**src/rtl/div_issue_ctrl_if.sv**
```systemverilog
// div_issue_ctrl_if
// Groups the execute-side request, the divider-side control and the
// writeback-side result of the divide issue controller.
//   in_*   : request handshake from execute (valid/ready, operands, tag)
//   div_*  : magnitudes and load pulse to the divider, quotient/ready back
//   out_*  : one-cycle tagged result pulse to writeback with flags
//   busy   : pipeline stall while an operation is in flight
// Modports: slave is the controller itself; master is the surrounding
// logic that issues requests and hosts the divider.
interface div_issue_ctrl_if #(
  parameter int TAG_W = 5
);
  logic             in_valid;
  logic             in_ready;
  logic             in_signed;
  logic [31:0]      in_dividend;
  logic [31:0]      in_divisor;
  logic [TAG_W-1:0] in_tag;
  logic [31:0]      div_dividend;
  logic [31:0]      div_divisor;
  logic             div_ctrl;
  logic [31:0]      div_result;
  logic             div_ready;
  logic             out_valid;
  logic [31:0]      out_result;
  logic [TAG_W-1:0] out_tag;
  logic             out_dbz;
  logic             out_timeout;
  logic             busy;

  modport slave (
    input  in_valid, in_signed, in_dividend, in_divisor, in_tag,
    input  div_result, div_ready,
    output in_ready, div_dividend, div_divisor, div_ctrl,
    output out_valid, out_result, out_tag, out_dbz, out_timeout, busy
  );

  modport master (
    output in_valid, in_signed, in_dividend, in_divisor, in_tag,
    output div_result, div_ready,
    input  in_ready, div_dividend, div_divisor, div_ctrl,
    input  out_valid, out_result, out_tag, out_dbz, out_timeout, busy
  );
endinterface

```
**src/rtl/div_issue_ctrl.sv**
```systemverilog
// div_issue_ctrl
// Front/back-end controller around an iterative 32-bit unsigned divider.
// Accepts a request in IDLE, converts signed operands to magnitudes, pulses
// the divider load for one cycle, waits for the divider ready flag (with a
// timeout), then applies sign correction / divide-by-zero handling and
// returns a tagged one-cycle result.
// Ports:
//   clock   : system clock, all state on rising edge
//   reset_n : synchronous active-low reset
//   bus     : div_issue_ctrl_if.slave (request, divider and result signals)
module div_issue_ctrl #(
  parameter int TAG_W          = 5,
  parameter int TIMEOUT_CYCLES = 40
) (
  input  logic           clock,
  input  logic           reset_n,
  div_issue_ctrl_if.slave bus
);
  localparam logic [1:0] ST_IDLE   = 2'd0;
  localparam logic [1:0] ST_LAUNCH = 2'd1;
  localparam logic [1:0] ST_WAIT   = 2'd2;
  localparam logic [1:0] ST_DONE   = 2'd3;

  localparam int             CNT_W     = $clog2(TIMEOUT_CYCLES + 1);
  localparam logic [CNT_W-1:0] CNT_LIMIT = CNT_W'(TIMEOUT_CYCLES);

  logic [1:0]       state;
  logic [CNT_W-1:0] counter;
  logic [31:0]      mag_dividend;
  logic [31:0]      mag_divisor;
  logic [TAG_W-1:0] tag_q;
  logic             signed_q;
  logic             sign_dividend;
  logic             sign_divisor;
  logic             out_valid_q;
  logic [31:0]      out_result_q;
  logic [TAG_W-1:0] out_tag_q;
  logic             out_dbz_q;
  logic             out_timeout_q;
  logic             negate_result;

  // The quotient only needs negating when a signed op has operands of
  // opposite sign; 0x80000000 / -1 therefore passes through unchanged.
  assign negate_result = signed_q & (sign_dividend ^ sign_divisor);

  // Main FSM. Flags and out_valid default low every cycle so they only
  // ever appear together with the single DONE pulse. A zero divisor skips
  // the divider entirely and goes straight to DONE. In WAIT the first cycle
  // (counter==0) ignores div_ready since it may still be high from the
  // previous op; ready is tested before the timeout so it wins a tie.
  always_ff @(posedge clock) begin
    if (!reset_n) begin
      state         <= ST_IDLE;
      counter       <= '0;
      mag_dividend  <= '0;
      mag_divisor   <= '0;
      tag_q         <= '0;
      signed_q      <= 1'b0;
      sign_dividend <= 1'b0;
      sign_divisor  <= 1'b0;
      out_valid_q   <= 1'b0;
      out_result_q  <= '0;
      out_tag_q     <= '0;
      out_dbz_q     <= 1'b0;
      out_timeout_q <= 1'b0;
    end else begin
      out_valid_q   <= 1'b0;
      out_dbz_q     <= 1'b0;
      out_timeout_q <= 1'b0;
      case (state)
        ST_IDLE: begin
          if (bus.in_valid) begin
            tag_q         <= bus.in_tag;
            signed_q      <= bus.in_signed;
            sign_dividend <= bus.in_dividend[31];
            sign_divisor  <= bus.in_divisor[31];
            mag_dividend  <= (bus.in_signed && bus.in_dividend[31]) ?
                             -bus.in_dividend : bus.in_dividend;
            mag_divisor   <= (bus.in_signed && bus.in_divisor[31]) ?
                             -bus.in_divisor : bus.in_divisor;
            if (bus.in_divisor == 32'd0) begin
              state        <= ST_DONE;
              out_valid_q  <= 1'b1;
              out_dbz_q    <= 1'b1;
              out_result_q <= 32'hFFFF_FFFF;
              out_tag_q    <= bus.in_tag;
            end else begin
              state <= ST_LAUNCH;
            end
          end
        end
        ST_LAUNCH: begin
          counter <= '0;
          state   <= ST_WAIT;
        end
        ST_WAIT: begin
          if ((counter != '0) && bus.div_ready) begin
            state        <= ST_DONE;
            out_valid_q  <= 1'b1;
            out_result_q <= negate_result ? -bus.div_result : bus.div_result;
            out_tag_q    <= tag_q;
          end else if (counter == CNT_LIMIT) begin
            state         <= ST_DONE;
            out_valid_q   <= 1'b1;
            out_timeout_q <= 1'b1;
            out_result_q  <= '0;
            out_tag_q     <= tag_q;
          end else begin
            counter <= counter + CNT_W'(1);
          end
        end
        ST_DONE: begin
          state <= ST_IDLE;
        end
        default: begin
          state <= ST_IDLE;
        end
      endcase
    end
  end

  assign bus.in_ready     = (state == ST_IDLE);
  assign bus.busy         = (state != ST_IDLE);
  assign bus.div_ctrl     = (state == ST_LAUNCH);
  assign bus.div_dividend = mag_dividend;
  assign bus.div_divisor  = mag_divisor;
  assign bus.out_valid    = out_valid_q;
  assign bus.out_result   = out_result_q;
  assign bus.out_tag      = out_tag_q;
  assign bus.out_dbz      = out_dbz_q;
  assign bus.out_timeout  = out_timeout_q;
endmodule

```
**src/flat_wrapper.sv**
```systemverilog
// flat-port wrapper written by rule: the top's interface ports become plain ports
module div_issue_ctrl_flat 
#(
  parameter int TAG_W          = 5,
  parameter int TIMEOUT_CYCLES = 40
)
  (clock, reset_n, bus_in_valid, bus_in_signed, bus_in_dividend, bus_in_divisor, bus_in_tag, bus_div_result, bus_div_ready, bus_in_ready, bus_div_dividend, bus_div_divisor, bus_div_ctrl, bus_out_valid, bus_out_result, bus_out_tag, bus_out_dbz, bus_out_timeout, bus_busy);
  div_issue_ctrl_if #(.TAG_W(TAG_W)) bus_i ();
  input  logic clock;
  input  logic reset_n;
  input wire logic [$bits(bus_i.in_valid)-1:0] bus_in_valid;
  input wire logic [$bits(bus_i.in_signed)-1:0] bus_in_signed;
  input wire logic [$bits(bus_i.in_dividend)-1:0] bus_in_dividend;
  input wire logic [$bits(bus_i.in_divisor)-1:0] bus_in_divisor;
  input wire logic [$bits(bus_i.in_tag)-1:0] bus_in_tag;
  input wire logic [$bits(bus_i.div_result)-1:0] bus_div_result;
  input wire logic [$bits(bus_i.div_ready)-1:0] bus_div_ready;
  output wire logic [$bits(bus_i.in_ready)-1:0] bus_in_ready;
  output wire logic [$bits(bus_i.div_dividend)-1:0] bus_div_dividend;
  output wire logic [$bits(bus_i.div_divisor)-1:0] bus_div_divisor;
  output wire logic [$bits(bus_i.div_ctrl)-1:0] bus_div_ctrl;
  output wire logic [$bits(bus_i.out_valid)-1:0] bus_out_valid;
  output wire logic [$bits(bus_i.out_result)-1:0] bus_out_result;
  output wire logic [$bits(bus_i.out_tag)-1:0] bus_out_tag;
  output wire logic [$bits(bus_i.out_dbz)-1:0] bus_out_dbz;
  output wire logic [$bits(bus_i.out_timeout)-1:0] bus_out_timeout;
  output wire logic [$bits(bus_i.busy)-1:0] bus_busy;
  assign bus_i.in_valid = bus_in_valid;
  assign bus_i.in_signed = bus_in_signed;
  assign bus_i.in_dividend = bus_in_dividend;
  assign bus_i.in_divisor = bus_in_divisor;
  assign bus_i.in_tag = bus_in_tag;
  assign bus_i.div_result = bus_div_result;
  assign bus_i.div_ready = bus_div_ready;
  assign bus_in_ready = bus_i.in_ready;
  assign bus_div_dividend = bus_i.div_dividend;
  assign bus_div_divisor = bus_i.div_divisor;
  assign bus_div_ctrl = bus_i.div_ctrl;
  assign bus_out_valid = bus_i.out_valid;
  assign bus_out_result = bus_i.out_result;
  assign bus_out_tag = bus_i.out_tag;
  assign bus_out_dbz = bus_i.out_dbz;
  assign bus_out_timeout = bus_i.out_timeout;
  assign bus_busy = bus_i.busy;
  div_issue_ctrl #(.TAG_W(TAG_W), .TIMEOUT_CYCLES(TIMEOUT_CYCLES)) u_core (.clock(clock), .reset_n(reset_n), .bus(bus_i));
endmodule
```
**config.mk**
```make
export PLATFORM = sky130hd
export DESIGN_NAME = div_issue_ctrl_flat
export DESIGN_NICKNAME = d
export VERILOG_FILES = /design/src/rtl/div_issue_ctrl_if.sv /design/src/rtl/div_issue_ctrl.sv /design/src/flat_wrapper.sv
export SDC_FILE = /design/constraint.sdc
export NUM_CORES = 1
export LEC_CHECK = 0
export ABC_AREA = 1
export CORE_MARGIN = 3
export CORE_UTILIZATION = 56
export CTS_BUF_LIST = sky130_fd_sc_hd__clkbuf_4 sky130_fd_sc_hd__clkbuf_8
export CTS_CLUSTER_SIZE = 14
export DETAILED_ROUTE_END_ITERATION = 10
export DONT_BUFFER_PORTS = 1
export GPL_ROUTABILITY_DRIVEN = 1
export PLACE_DENSITY_LB_ADDON = 0.15
export SETUP_SLACK_MARGIN = 0.15
export SLEW_MARGIN = 10
export SYNTH_ARGS = -nofsm -noshare
export SYNTH_HDL_FRONTEND = slang
export SYNTH_SLANG_ARGS = --single-unit
```
**constraint.sdc**
```tcl
create_clock -name clock -period 3.71 [get_ports clock]
set_clock_uncertainty 0.2 [all_clocks]
set_input_delay 1.113 -clock clock [delete_from_list [all_inputs] [get_ports clock]]
set_output_delay 1.113 -clock clock [all_outputs]
set_load 0.01 [all_outputs]
```
==> impl_metrics.py, run 1 <==
metrics = {
    "placement": {
        "globalplace.congestion": 0.922,
        "placedCellCount": 1426,
        "dpl_cell_area_um2": 7810,
        "portBuffers": 0,
        "dp_hpwl_um": 15600,
    },
    "timing": {
        "setup_repair_after_global_routing_missed_its_margin": "false",
        "worst_slew_pin_slew_ns": 0.861,
        "period_share": 0.756,
        "number_of_endpoints_with_negative_hold_slack_in_the_final_report": 0,
        "setup_violations": 0,
        "drv_slew": 0,
        "tns_ns": 0,
        "period_minus_slack_ns": 2.80,
        "max_freq_mhz": 357,
        "slew-limit-headroom": 0.423,
        "final.hold.worst_slack_ns": 0.289,
    },
    "logic_synthesis": {
        "synthesis.area_per_instance_um2": 6.00,
        "synth-edff-count": 0,
        "synth_cell_types": 40,
        "netlist_instances": 1289,
        "synth_seq_cells": 120,
        "synth.yosys.seq_area_share": 0.310,
        "synthesis.nets": 1403,
        "post_synth_instance_area_um2": 7740,
        "ys_top_cells_by_area": "sky130_fd_sc_hd__dfxtp_1 31%, sky130_fd_sc_hd__nand2_1 17%, sky130_fd_sc_hd__nor2_1 8.9%, sky130_fd_sc_hd__inv_1 7.6%, sky130_fd_sc_hd__nand3_1 6.6%",
        "postSynth.asyncResetShare": 0,
        "synth-warning-count": 0,
        "yosysTopAreaCellShare": 0.310,
        "yosysTopAreaCell": "sky130_fd_sc_hd__dfxtp_1",
        "dominantRegCellSynth": "sky130_fd_sc_hd__dfxtp_1",
    },
    "global_routing": {
        "grt_util_all_layers": 0.273,
        "wire_length_of_the_first_global_routing_pass_um": 33300,
        "grt_start_max_net_pins": 109,
        "antenna_violations_before_repair": 0,
        "first_global_vias": 6768,
        "globalRouteOverflowTotal": 0,
    },
    "power_and_ir_drop": {
        "power-per-cell-area_nw_per_um2": 609,
        "leakagePower_nw": 3.79,
        "sw_frac_of_total": 0.413,
        "switchingPower_mw": 2.07,
        "irDropWorstVdd_mv": 0.303,
        "sequentialPowerShare": 0.425,
        "combinational_share_of_power": 0.309,
        "intPower_mw": 2.95,
        "share_clk_of_total_power": 0.266,
    },
    "drt": {
        "vias": 7794,
        "iteration_0_drc_count_of_the_detailed_router": 687,
        "via_per_inst": 5.35,
        "routed_wirelength_um": 21300,
        "firstDrtPassIters": 6,
        "final_antenna_net_count": 0,
        "drc_errors": 0,
        "detail_route.wl_per_cell_um": 14.6,
    },
    "cts": {
        "cts_hold_buffers": 0,
        "post_cts_setup_buffer_count": 0,
        "clock_sinks": 120,
        "worst_skew_pair.late_latency_ns": 0.45,
        "clockRootBuffer": "sky130_fd_sc_hd__clkbuf_8",
        "tritoncts": "built",
        "clk_pin_slew_ns": 0.08,
        "htreeDepth": 4,
        "clockBufferDepth": 2,
        "cts_inserted_buffers": 17,
        "cts.repair.resized": 0,
    },
    "floorplanning": {
        "die-width_um": 124,
        "io-pin-count": 213,
        "start_util": 0.578,
        "rows": 42,
        "core-area_um2": 13400,
        "die_height_um": 124,
        "die_area_um2": 15300,
    },
    "layout": {
        "finalNetCount": 1383,
        "area_growth_syn_to_layout_pct": 6.56,
        "final_util": 0.616,
        "final_cell_area_um2": 8250,
        "antenna_cells_inserted": 0,
        "instances_no_fill": 1458,
        "post_route_cells_drive_above_1_share": 0.0530,
    },
    "flow_run": {
        "maxCapViolCount": 0,
    },
    "outcome": {
        "run_status": "finished, final reports clean",
    },
    "worst_setup_path": {
        "setup.worst_path.end_class": "output port",
        "timing.critical_path.arrival_ns": 1.49,
        "setup.worst_path.class": "flop to output port",
        "cp_max_fo": 5,
        "start_kind": "flop",
        "required_ns": 2.40,
    },
    "hold_path": {
        "worstHoldPathType": "flop to flop",
    },
}
==> sequential cells by signal, summed over array words and instances, names as in the netlist, 2 cells and up <==
| signal | cells |
|---|---|
| u_core.bus.out_tag | 5 |
| u_core.tag_q | 5 |
| u_core.bus.div_divisor | 32 |
| u_core.bus.out_result | 32 |
| u_core.bus.div_dividend | 32 |
| u_core.counter | 6 |
| u_core.state | 2 |
==> cells by family after synthesis <==
family / synth area share
XOR/XNOR: 0.0385
adder cells (fa/ha/maj): 0.0129
flip-flops: 0.310
buffers and inverters: 0.108
AND/OR/NAND/NOR: 0.381
AO/OA/AOI/OAI: 0.149
==> worst paths after layout <==
check | depth (start not counted) | to | startpoint | slack, ns
setup / recovery | 3 | bus_busy | u_core.state[1] | 0.91
hold / removal | 2 | u_core.tag_q[1] | u_core.tag_q[1] | 0.29
setup reg to reg | 9 | u_core.bus.out_result[23] | u_core.state[0] | 1.31
hold reg to reg | 2 | u_core.tag_q[1] | u_core.tag_q[1] | 0.29
==> metal layers <==
| metal | global-route usage | up-vias | wire length [um] |
|---|---|---|---|
| li1 | - | 4058 | - |
| met1 | 0.324 | 3440 | 8780 |
| met2 | 0.455 | 262 | 9890 |
| met3 | 0.104 | 34 | 2240 |
| met4 | 0.0879 | 0 | 399 |
| met5 | 0 | - | 0 |
==> power by group through the flow <==
stage / combinational, mW / clock, mW / sequential [mW]
finish: 1.55 / 1.34 / 2.14
global route: 1.78 / 1.41 / 2.20
CTS: 1.56 / 1.35 / 2.15
detailed placement: 1.55 / 0 / 2.17
global placement: 1.52 / 0 / 2.17
floorplan: 1.31 / 0 / 2.07
==> cells in the mapped netlist, drive strengths merged (6+ instances only) <==
| cell | n |
|---|---|
| nand2 | 361 |
| nor2 | 197 |
| inv | 159 |
| dfxtp | 120 |
| o21ai | 119 |
| nand3 | 105 |
| a21oi | 82 |
| xor2 | 34 |
| buf | 24 |
| clkbuf | 24 |
| nand4 | 18 |
| nor3 | 9 |
| ha | 8 |
| nand3b | 6 |
| o211ai | 6 |
==> stage by stage <==
| step | power, mW | worst slack (ns) |
|---|---|---|
| 2_1_floorplan | 3.39 | 1.09 |
| 3_3_place_gp | 3.69 | 0.730 |
| 3_5_place_dp | 3.72 | 0.686 |
| 4_1_cts | 5.06 | 0.875 |
| 5_1_grt | 5.39 | 0.810 |
| 6_report | 5.02 | 0.905 |
==> worst max-delay path, cell delays in order (launching register included) <==
cell,delay (ns)
sky130_fd_sc_hd__dfxtp_1,0.32
sky130_fd_sc_hd__inv_1,0.10
sky130_fd_sc_hd__ha_1,0.39
sky130_fd_sc_hd__inv_1,0.23
==> layout make-up <==
| type | count | area (um2) |
|---|---|---|
| Fill cell | 1349 | 5150 |
| Multi-Input combinational cell | 960 | 4500 |
| Sequential cell | 120 | 2400 |
| Inverter | 161 | 604 |
| Clock buffer | 18 | 241 |
| Tap cell | 176 | 220 |
| Clock inverter | 14 | 199 |
| Timing Repair Buffer | 9 | 80.1 |
==> placed cells by master, fill, tap and decap left out, types with 4 or more instances in the layout <==
cell	instances
sky130_fd_sc_hd__nand2_1	358
sky130_fd_sc_hd__nor2_1	183
sky130_fd_sc_hd__inv_1	157
sky130_fd_sc_hd__dfxtp_1	120
sky130_fd_sc_hd__nand3_1	102
sky130_fd_sc_hd__o21ai_0	100
sky130_fd_sc_hd__a21oi_1	80
sky130_fd_sc_hd__xor2_1	34
sky130_fd_sc_hd__nand4_1	18
sky130_fd_sc_hd__o21ai_1	17
sky130_fd_sc_hd__clkbuf_8	17
sky130_fd_sc_hd__nor3_1	9
sky130_fd_sc_hd__ha_1	8
sky130_fd_sc_hd__buf_4	8
sky130_fd_sc_hd__nor2_2	7
sky130_fd_sc_hd__nor2_4	7
sky130_fd_sc_hd__nand3b_1	6
sky130_fd_sc_hd__o211ai_1	6
sky130_fd_sc_hd__bufinv_16	4
sky130_fd_sc_hd__clkinvlp_4	4
No activity file was read; power rests on OpenSTA's default activity.
==> inputs of run 2 (changes only) <==
Clock period 3.71 ns to 2.9 ns, I/O delays scaled along.
==> impl_metrics.py, run 2 (synthesized netlist as in run 1, its figures left out) <==
metrics = {
    "outcome": {
        "run_status": "finished, final reports clean",
    },
    "drt": {
        "drc_errors": 0,
        "via_per_inst": 5.35,
        "detail_route.wl_per_cell_um": 14.6,
        "vias": 7840,
        "final_antenna_net_count": 0,
        "iteration_0_drc_count_of_the_detailed_router": 750,
        "routed_wirelength_um": 21400,
        "firstDrtPassIters": 5,
    },
    "placement": {
        "placedCellCount": 1434,
        "dp_hpwl_um": 15800,
        "dpl_cell_area_um2": 7880,
        "worst_slack_at_placement_ns": 0.266,
        "portBuffers": 0,
        "globalplace.congestion": 0.906,
    },
    "cts": {
        "cts_inserted_buffers": 17,
        "clockBufferDepth": 2,
        "htreeDepth": 4,
        "clock_sinks": 120,
        "cts.repair.resized": 0,
        "clk_pin_slew_ns": 0.07,
        "clockRootBuffer": "sky130_fd_sc_hd__clkbuf_8",
        "cts_hold_buffers": 0,
        "post_cts_setup_buffer_count": 0,
        "worst_skew_pair.late_latency_ns": 0.45,
        "tritoncts": "built",
    },
    "power_and_ir_drop": {
        "leakagePower_nw": 3.81,
        "power-per-cell-area_nw_per_um2": 755,
        "intPower_mw": 3.60,
        "irDropWorstVdd_mv": 0.574,
        "sw_frac_of_total": 0.423,
        "switchingPower_mw": 2.63,
        "sequentialPowerShare": 0.439,
        "share_clk_of_total_power": 0.231,
        "combinational_share_of_power": 0.330,
    },
    "global_routing": {
        "antenna_violations_before_repair": 0,
        "grt_util_all_layers": 0.278,
        "grt_start_max_net_pins": 109,
        "first_global_vias": 6897,
        "wire_length_of_the_first_global_routing_pass_um": 33900,
        "globalRouteOverflowTotal": 0,
    },
    "timing": {
        "period_share": 0.878,
        "setup_violations": 0,
        "worst_slack_ns": 0.355,
        "setup_repair_after_global_routing_missed_its_margin": "false",
        "drv_slew": 0,
        "tns_ns": 0,
        "final.hold.worst_slack_ns": 0.288,
        "slew-limit-headroom": 0.623,
        "max_freq_mhz": 393,
        "period_minus_slack_ns": 2.55,
        "number_of_endpoints_with_negative_hold_slack_in_the_final_report": 0,
        "worst_slew_pin_slew_ns": 0.565,
    },
    "worst_setup_path": {
        "slack_of_the_worst_reg_to_reg_path_ns": 0.52,
        "start_kind": "flop",
        "cp_max_fo": 5,
        "required_ns": 1.83,
        "timing.rr.end": "u_core.bus.out_result[0]",
        "worst_r2r_start": "u_core.state[0]",
        "setup.worst_path.class": "flop to output port",
        "setup.worst_path.end_class": "output port",
        "timing.critical_path.arrival_ns": 1.48,
        "ff2ff_path_depth": 10,
    },
    "floorplanning": {
        "start_util": 0.578,
        "die_area_um2": 15300,
        "die_height_um": 124,
        "die-width_um": 124,
        "io-pin-count": 213,
        "rows": 42,
        "core-area_um2": 13400,
    },
    "layout": {
        "instances_no_fill": 1466,
        "final_cell_area_um2": 8250,
        "finalNetCount": 1391,
        "antenna_cells_inserted": 0,
        "post_route_cells_drive_above_1_share": 0.0589,
        "area_growth_syn_to_layout_pct": 6.61,
        "most_common_library_cell_in_the_layout_ignoring_fill_and_taps": "sky130_fd_sc_hd__nand2_1",
        "final_cell_mix": "358 x sky130_fd_sc_hd__nand2_1, 183 x sky130_fd_sc_hd__nor2_1, 157 x sky130_fd_sc_hd__inv_1",
    },
    "hold_path": {
        "holdPathStages": 2,
        "hold_path.startpoint": "u_core.tag_q[1]",
        "worstHoldPathType": "flop to flop",
        "min_to": "u_core.tag_q[1]",
    },
    "flow_run": {
        "maxCapViolCount": 0,
    },
}
-- run 2: changes by cell type in the layout (fill, tap and decap cells not counted) --
cell                        change
sky130_fd_sc_hd__bufinv_16      -3
sky130_fd_sc_hd__clkinv_2       +4
sky130_fd_sc_hd__buf_12         +1
sky130_fd_sc_hd__clkbuf_8       +2
sky130_fd_sc_hd__clkinv_4       -1
sky130_fd_sc_hd__buf_4          +7
sky130_fd_sc_hd__inv_6          -2
-- run 2: area by class of cell --
| cell class | count | area, um2 |
|---|---|---|
| timing repair buffer | 17 | 153 |
| fill | 1361 | 5150 |
| sequential | 120 | 2400 |
| tap | 176 | 220 |
| clock inverter | 12 | 103 |
| multi-input combinational | 960 | 4500 |
| clock buffer | 20 | 269 |
| inverter | 161 | 604 |
-- run 2: power groups by stage --
stage,clock network (mW),logic (mW),registers (mW)
global route,1.55,2.36,2.81
global placement,0,2.00,2.78
floorplan,0,1.68,2.65
CTS,1.47,2.06,2.75
finish,1.44,2.06,2.74
detailed placement,0,2.05,2.78
-- run 2: how the worst max path moves through the flow --
stage / startpoint / to / slack (ns) / depth (start not counted)
after floorplan: bus_in_divisor[0] / u_core.bus.out_result[18] / 0.52 / 12
after global placement: bus_in_divisor[0] / u_core.bus.out_result[18] / 0.32 / 11
after detailed placement: bus_in_divisor[1] / u_core.bus.out_result[2] / 0.27 / 10
after CTS: u_core.state[0] / bus_busy / 0.34 / 3
after global routing: u_core.state[0] / bus_busy / 0.28 / 3
final: u_core.state[0] / bus_busy / 0.35 / 3
-- run 2: worst max-delay path, stage by stage (launching register included) --
cell,delay [ns]
sky130_fd_sc_hd__dfxtp_1,0.38
sky130_fd_sc_hd__inv_1,0.08
sky130_fd_sc_hd__ha_1,0.32
sky130_fd_sc_hd__inv_1,0.26
-- run 2: layer usage --
layer / global-route usage / share of wire
met2: 0.443 / 0.46
met1: 0.347 / 0.42
met5: 0 / 0
met3: 0.107 / 0.10
met4: 0.0886 / 0.015
-- run 2: through the flow --
stage                     utilization  power (mW)
final                           0.616        6.23
after global routing            0.616        6.72
after CTS                       0.616        6.28
after detailed placement        0.588        4.83
after global placement          0.588        4.78
after floorplan                     -        4.33
==> inputs of run 3 (changes only) <==
Settings changed: MAX_ROUTING_LAYER set to met4.
==> impl_metrics.py, run 3 (synthesized netlist as in run 1, its figures left out) <==
metrics = {
    "outcome": {
        "run_status": "finished, final reports clean",
    },
    "worst_setup_path": {
        "worst_r2r_start": "u_core.state[0]",
        "start_kind": "flop",
        "slack_of_the_worst_reg_to_reg_path_ns": 0.56,
        "timing.rr.end": "u_core.bus.out_result[30]",
        "setup.worst_path.end_class": "output port",
        "timing.critical_path.arrival_ns": 1.44,
        "cp_max_fo": 5,
        "required_ns": 1.83,
        "setup.worst_path.class": "flop to output port",
        "cp-endpoint": "bus_busy",
        "worstSetupStartpoint": "u_core.state[0]",
        "ff2ff_path_depth": 11,
    },
    "cts": {
        "post_cts_setup_buffer_count": 0,
        "cts_inserted_buffers": 17,
        "clock_sinks": 120,
        "tritoncts": "built",
        "worst_skew_pair.late_latency_ns": 0.44,
        "cts_hold_buffers": 0,
        "clk_pin_slew_ns": 0.07,
        "clockBufferDepth": 2,
        "cts.repair.resized": 0,
        "clockRootBuffer": "sky130_fd_sc_hd__clkbuf_8",
        "htreeDepth": 4,
    },
    "drt": {
        "firstDrtPassIters": 6,
        "routed_wirelength_um": 21300,
        "iteration_0_drc_count_of_the_detailed_router": 624,
        "vias": 7839,
        "detail_route.wl_per_cell_um": 14.5,
        "final_antenna_net_count": 0,
        "drc_errors": 0,
        "via_per_inst": 5.34,
    },
    "placement": {
        "globalplace.congestion": 0.931,
        "dp_hpwl_um": 16000,
        "portBuffers": 0,
        "dpl_cell_area_um2": 7900,
    },
    "layout": {
        "final_cell_mix": "358 x sky130_fd_sc_hd__nand2_1, 183 x sky130_fd_sc_hd__nor2_1, 157 x sky130_fd_sc_hd__inv_1",
        "finalNetCount": 1393,
        "antenna_cells_inserted": 0,
        "post_route_cells_drive_above_1_share": 0.0596,
        "area_growth_syn_to_layout_pct": 7.40,
        "most_common_library_cell_in_the_layout_ignoring_fill_and_taps": "sky130_fd_sc_hd__nand2_1",
        "final_cell_area_um2": 8310,
    },
    "global_routing": {
        "globalRouteOverflowTotal": 0,
        "wire_length_of_the_first_global_routing_pass_um": 33000,
        "first_global_vias": 6683,
        "grt_start_max_net_pins": 109,
        "grt_util_all_layers": 0.279,
        "antenna_violations_before_repair": 0,
    },
    "power_and_ir_drop": {
        "leakagePower_nw": 3.84,
        "irDropWorstVdd_mv": 0.440,
        "power-per-cell-area_nw_per_um2": 770,
    },
    "timing": {
        "drv_slew": 0,
        "period_share": 0.866,
        "setup_violations": 0,
        "tns_ns": 0,
        "worst_slew_pin_slew_ns": 0.580,
        "period_minus_slack_ns": 2.51,
        "max_freq_mhz": 398,
        "setup_repair_after_global_routing_missed_its_margin": "false",
        "number_of_endpoints_with_negative_hold_slack_in_the_final_report": 0,
        "slew-limit-headroom": 0.613,
    },
    "floorplanning": {
        "start_util": 0.578,
        "die_area_um2": 15300,
        "core-area_um2": 13400,
        "die-width_um": 124,
        "rows": 42,
        "die_height_um": 124,
        "io-pin-count": 213,
    },
    "flow_run": {
        "maxCapViolCount": 0,
    },
    "hold_path": {
        "worstHoldPathType": "flop to flop",
    },
}
## run 3: cell type report
class / count / area [um2]
clock buffers: 23 / 298
clock inverters: 8 / 120
fillers: 1364 / 5090
inverters: 161 / 604
multi-input cells: 960 / 4500
flip-flops and latches: 120 / 2400
well taps: 176 / 220
repair buffers: 19 / 168
## run 3: critical path, cell delays in order (launching register included)
cell and delay, ns:
sky130_fd_sc_hd__dfxtp_1 0.37, sky130_fd_sc_hd__inv_1 0.07, sky130_fd_sc_hd__ha_1 0.32, sky130_fd_sc_hd__inv_1 0.24
## run 3: where the power goes
group	switching, mW	internal (mW)
Combinational	1.34	0.711
Sequential	0.569	2.17
Clock	0.675	0.938
## run 3: layer usage
metal,global-route usage,routed length [um],vias to the layer above
met3,0.0924,2310,26
met1,0.337,8860,3433
li1,-,-,4082
met4,0.0740,309,0
met5,-,0,-
met2,0.449,9830,298
## run 3: how the worst min path moves through the flow
| stage | start | to | slack, ns | depth (start not counted) |
|---|---|---|---|---|
| after floorplan | u_core.tag_q[0] | u_core.tag_q[0] | 0.25 | 2 |
| after global routing | bus_div_ready | u_core.bus.out_timeout | 0.30 | 1 |
| after CTS | bus_div_ready | u_core.bus.out_timeout | 0.28 | 1 |
| final | u_core.tag_q[1] | u_core.tag_q[1] | 0.28 | 2 |
| after global placement | u_core.tag_q[3] | u_core.tag_q[3] | 0.26 | 2 |
| after detailed placement | u_core.tag_q[0] | u_core.tag_q[0] | 0.27 | 2 |
## run 3: through the flow
step | util | total power, mW | instances | setup WS [ns] | hold WS [ns]
finish | 0.620 | 6.40 | 1467 | 0.390 | 0.283
global placement | 0.589 | 4.78 | 1436 | 0.315 | 0.263
floorplan | - | 4.33 | 1289 | 0.525 | 0.255
CTS | 0.620 | 6.46 | 1467 | 0.356 | 0.284
global route | 0.620 | 6.87 | 1467 | 0.304 | 0.296
detailed placement | 0.589 | 4.84 | 1436 | 0.235 | 0.274
